### src/rtl/p_adder.sv
// Registered WIDTH-bit adder with carry-in and carry-out. The carries come from a
// Kogge-Stone parallel-prefix network, so the longest carry chain resolves in log2(WIDTH) levels.
module p_adder #(
    parameter int WIDTH = 32
) (
    input  logic             clk,
    input  logic             rst,
    input  logic [WIDTH-1:0] a,
    input  logic [WIDTH-1:0] b,
    input  logic             cin,
    output logic [WIDTH-1:0] s,
    output logic             cout
);

    localparam int LEVELS = $clog2(WIDTH);

    // Node index j holds bit position j-1. Index 0 is position -1 and carries cin.
    logic [WIDTH:0] g0;
    logic [WIDTH:1] p0;

    assign g0 = {a & b, cin};
    assign p0 = a ^ b;

    // Any group that reaches position -1 has a propagate of 0, because P[-1] = 0.
    // Each level therefore stores propagate only for nodes that have not yet reached index 0.
    // After level k, these are the nodes at index 2^(k+1) and above.
    genvar gk, gi;
    generate
        for (gk = 0; gk < LEVELS; gk++) begin : lvl
            logic [WIDTH:0]          gin;
            logic [WIDTH:(1 << gk)]  pin;
            logic [WIDTH:0]          g;
            logic [WIDTH:(2 << gk)]  p;

            if (gk == 0) begin : src_first
                assign gin = g0;
                assign pin = p0;
            end else begin : src_prev
                assign gin = lvl[gk-1].g;
                assign pin = lvl[gk-1].p;
            end

            for (gi = 0; gi <= WIDTH; gi++) begin : node
                if (gi >= (1 << gk)) begin : merge
                    assign g[gi] = gin[gi] | (pin[gi] & gin[gi-(1 << gk)]);
                    if (gi >= (2 << gk)) begin : merge_p
                        assign p[gi] = pin[gi] & pin[gi-(1 << gk)];
                    end
                end else begin : pass
                    assign g[gi] = gin[gi];
                end
            end
        end
    endgenerate

    logic [WIDTH:0]   g_final;
    logic             p_top;
    logic [WIDTH-1:0] s_next;
    logic             cout_next;

    assign g_final = lvl[LEVELS-1].g;
    assign p_top   = lvl[LEVELS-1].p[WIDTH];

    // g_final[i] is the carry into bit i.
    // The top node spans only bits [WIDTH-1:0], so one more merge folds cin into the carry-out.
    assign s_next    = p0 ^ g_final[WIDTH-1:0];
    assign cout_next = g_final[WIDTH] | (p_top & cin);

    logic [WIDTH-1:0] s_reg;
    logic             cout_reg;

    always_ff @(posedge clk or posedge rst) begin
        if (rst) begin
            s_reg    <= '0;
            cout_reg <= 1'b0;
        end else begin
            s_reg    <= s_next;
            cout_reg <= cout_next;
        end
    end

    assign s    = s_reg;
    assign cout = cout_reg;

endmodule

### config.mk
export PLATFORM = sky130hd
export DESIGN_NAME = p_adder
export DESIGN_NICKNAME = d
export VERILOG_FILES = /design/src/rtl/p_adder.sv
export SDC_FILE = /design/constraint.sdc
export NUM_CORES = 1
export LEC_CHECK = 0
export ABC_CLOCK_PERIOD_IN_PS = 2400
export CORE_ASPECT_RATIO = 0.5
export CORE_MARGIN = 2
export CORE_UTILIZATION = 49
export CTS_CLUSTER_DIAMETER = 30
export DETAILED_ROUTE_END_ITERATION = 16
export PLACE_DENSITY = 0.87
export SLEW_MARGIN = 20
export SYNTH_ARGS = -nofsm -noshare
export SYNTH_HDL_FRONTEND = slang
export SYNTH_SLANG_ARGS = --single-unit
### constraint.sdc
create_clock -name clk -period 2.4 [get_ports clk]
set_input_delay 0.48 -clock clk [delete_from_list [all_inputs] [get_ports clk]]
set_output_delay 0.48 -clock clk [all_outputs]
set_load 0.01 [all_outputs]
==> impl_metrics.toml, run 1 <==
[status]
status = "stopped before the end"
haltStage = "4_1_cts"
stop_error = "[ERROR DPL-0033] detailed placement checks failed during check placement."

[logic_synthesis]
synthesis.nets = 392
seq_area_frac_synth_pct = 30.8
async_reset_ff_share_pct = 100
yosys_warnings = 0
synth_edf_count = 0
yosysUniqueCellTypes = 55
syn_inst = 292
ys_ff_latch = 33
avgSynthCellArea_um2 = 9.18
synth_top_flop_cell = "dfrtp_1"
synth_area_um2 = 2680

[clock_tree]
ctsResizeCount = 134
clockBufferDepth = 2
hold_buffers = 0
cts.sinks = 33
htreeDepth = 2
numCtsBuffers = 5
root_buffer = "clkbuf_8"
post_cts_buffers = 24

[floorplanning]
die_width_um = 109
die_h_um = 56.3
boundaryPins = 100
initial_utilization_pct = 52.7
rows = 18

[placed_design]
gp_congestion = 0.909
hpwl_um = 7770
portBuffers = 99
cells in the mapped netlist, types with 3 or more instances:
master,count,area (µm²)
nand4_1,6,37.5
ha_1,32,400
nand3_1,11,55.1
a21o_1,17,128
xnor2_1,17,149
nor3_1,5,25.0
o21bai_1,6,45.0
a211o_1,3,26.3
nor2_1,18,67.6
inv_1,7,26.3
o2111ai_1,3,26.3
o21a_1,6,45.0
xor2_1,11,96.3
a31oi_1,3,18.8
o21ai_0,11,55.1
dfrtp_1,33,826
o211ai_1,5,37.5
a21oi_1,30,150
clkbuf_1,6,22.5
buf_2,5,25.0
nand2_1,18,67.6
metrics by stage:
step	instance area, µm²	worst slack, ns	cells	util, %	hold slack (ns)
floorplan	2710	-0.000487	292	-	0.609
global placement	4360	-0.553	533	85.7	0.898
detailed placement	4360	-0.663	533	85.7	0.948
kinds of logic after synthesis:
kind of cell / count (synthesis) / synth area share, %
AO/OA/AOI/OAI: 107 / 27.9
AND/OR/NAND/NOR: 71 / 12.9
adder cells (fa/ha/maj): 33 / 15.7
flip-flops: 33 / 30.8
XOR/XNOR: 28 / 9.15
buffers and inverters: 19 / 3.17
multiplexers: 1 / 0.373
==> run 2, diff against run 1 <==
--- a/config.mk
+++ b/config.mk
@@ -6,12 +6,10 @@
 export NUM_CORES = 1
 export LEC_CHECK = 0
 export ABC_CLOCK_PERIOD_IN_PS = 2400
-export CORE_ASPECT_RATIO = 0.5
 export CORE_MARGIN = 2
-export CORE_UTILIZATION = 49
-export CTS_CLUSTER_DIAMETER = 30
+export CORE_UTILIZATION = 40
 export DETAILED_ROUTE_END_ITERATION = 16
-export PLACE_DENSITY = 0.87
+export PLACE_DENSITY_LB_ADDON = 0.15
 export SLEW_MARGIN = 20
 export SYNTH_ARGS = -nofsm -noshare
 export SYNTH_HDL_FRONTEND = slang
==> run 2 against run 1 <==
  * The flow now finishes, with violations (design-rule violations)
  * Synthesized cell count unchanged
  * Synthesized area stayed put
==> impl_metrics.toml, run 2 <==
[timing]
setup_viol = 0
worst_hold_slack_ns = 0.505
worstMarginPinSlew_ns = 0.463
slew_headroom_pct = 69.1
fmax_mhz = 423
setup_ws_ns = 0.0361
drv_slew = 0
final_hold_viol_count = 0
period_minus_slack_ns = 2.36
rsz0062_at_grt = "yes"
period_share_pct = 98.5

[layout]
largest_register_ff_count = 32
drive_above_1_share_pct = 41.8
stdcell_count = 579
finish.utilization_pct = 79.8
num_antenna_cells = 0
final_cell_mix = "buf_4, clkdlybuf4s50_1, dfrtp_1"
final_nets = 601
area_growth_pct = 91.1
final_common_cell = "buf_4"

[placed_design]
dp.cells = 543
gp_congestion = 0.877
dp_slack_ns = -0.587
hpwl_um = 6370
portBuffers = 99

[routing]
avgRoutedWirePerCell_um = 16.6
drt_first_pass_iters = 11
drt_wl_total_um = 9600
vias_per_cell = 5.55
drcViolationCount = 9
dr_total_vias = 3212
antenna_left = 0
first_iter_violations = 157

[logic_synthesis]
synth_top_flop_cell = "dfrtp_1"
seq_area_frac_synth_pct = 30.8
synth_top_family_by_area = "compound AO/OA/AOI/OAI gates"
yosys_warnings = 0
synth_compound_area_share_pct = 27.9
synthSimpleGateAreaFrac_pct = 12.9
yosysUniqueCellTypes = 55
yosys.area.top_type_share_pct = 30.8
synth_area_um2 = 2680
synth_most_common_cell = "dfrtp_1"
yosysTopAreaCell = "dfrtp_1"
synth_fa_ha_area_share_pct = 15.7
synth.top_cells.by_area = "dfrtp_1, ha_1, a21oi_1"
synthesis.nets = 392
synth_edf_count = 0
ys_ff_latch = 33
async_reset_ff_share_pct = 100
synth_mux_area_share_pct = 0.373
synth_top_cells_by_count = "dfrtp_1, ha_1, a21oi_1"
synth_xor_xnor_area_share_pct = 9.15
syn_inst = 292
avgSynthCellArea_um2 = 9.18

[critical_path]
slowest_delay_ns = 0.33
endpoint_kind = "register"
critPathSlowestCell = "a311o_1"
worst_setup_path_start_kind = "input pin"
crit_chain = "buf_8, ha_4, a211oi_4, o21ai_4, o2111ai_4, buf_6, nand3_4, a21o_1, a211o_1, a311o_1"
critPathMaxFanout = 2
required_ns = 2.56
arrival_ns = 2.53
critical_path_class = "input pin to register"

[global_route]
grt_max_degree = 34
overflow = 0
antenna_found_initial = 0
grt_usage_pct = 24.0
first_global_vias = 3225
grt_pass1_wl_um = 14200

[job]
drv_cap = 0

[floorplanning]
die_width_um = 85.9
rows = 29
die-area_um2 = 7370
initial_utilization_pct = 41.7
core_area_um2 = 6420
boundaryPins = 100
die_h_um = 85.9

[pwr]
peakVddDrop_v = 0.000261
total_power_mw = 2.66
power.leakage_nw = 2.33
power.density_nw_per_um2 = 519

[clock_tree]
htreeDepth = 2
numCtsBuffers = 5
root_buffer = "clkbuf_8"
clockBufferDepth = 2
clk_pin_slew_ns = 0.07
cts.sinks = 33
cts_tree = "yes"

[status]
status = "complete, but fails checks"
violations = "design-rule violations"

[hold_path]
worst_hold_path.endpoint = "s[0]"
worstHoldStart = "a[0]"
hold_path.class = "input pin to register"
whs_path_depth = 2
run 2: cell counts after synthesis:
Identical to the previous run, type by type.
run 2: worst max-delay path, delay by kind of cell:
kind | cells | cell delay (ns)
AOI/OAI and AO/OA | 6 | 1.51
adders and majority gates | 1 | 0.24
buffers and inverters | 2 | 0.24
and+or+nand+nor | 1 | 0.05
run 2: per-stage QoR:
step           setup TNS, ns  cell area, µm²
6_report                   0            5120
3_5_place_dp           -8.52            4400
4_1_cts                    0            4910
5_1_grt               -0.121            5120
3_3_place_gp           -7.64            4400
2_1_floorplan      -0.000487            2710
run 2: worst max-delay path by stage:
| stage | start | slack, ns | depth (start not counted) | end |
|---|---|---|---|---|
| after floorplan | cin | -0.0005 | 8 | s[29] |
| after global placement | b[0] | -0.55 | 9 | cout |
| after detailed placement | a[0] | -0.59 | 9 | cout |
| after CTS | a[20] | 0.00007 | 10 | s[31] |
| after global routing | a[11] | -0.07 | 11 | s[30] |
| final | a[0] | 0.04 | 10 | cout |
run 2: power by group:
part | switching, mW | total [mW] | internal [mW]
combinational | 0.602 | 1.39 | 0.789
clock | 0.218 | 0.557 | 0.339
sequential | 0.0354 | 0.710 | 0.674
total | 0.856 | 2.66 | 1.80
run 2: final cells by class:
type | instances | area [µm²]
fillers | 410 | 1300
inverters | 7 | 26.3
clock buffers | 7 | 86.3
flip-flops and latches | 33 | 826
multi-input cells | 240 | 2270
repair buffers | 214 | 1780
clock inverters | 1 | 30.0
well taps | 77 | 96.3
run 2: what timing repair did:
action,in CTS,in global routing
gates resized for setup,111,76
setup buffers,22,7
setup endpoints to repair,16,13
pin swaps,51,49
hold buffers,0,0
run 2: logic make-up after synthesis:
group / count (synthesis)
mux: 1
simple gates: 71
compound gates: 107
xor+xnor: 28
flops: 33
fa+ha+maj: 33
buf+inv: 19
run 2: metal layers:
metal / GRT usage [%] / wire (µm)
met4: 7.65 / 201
met5: 0 / 0
met3: 4.23 / 536
met1: 28.5 / 3890
met2: 43.7 / 4970
No activity file was read; power rests on OpenSTA's default activity.
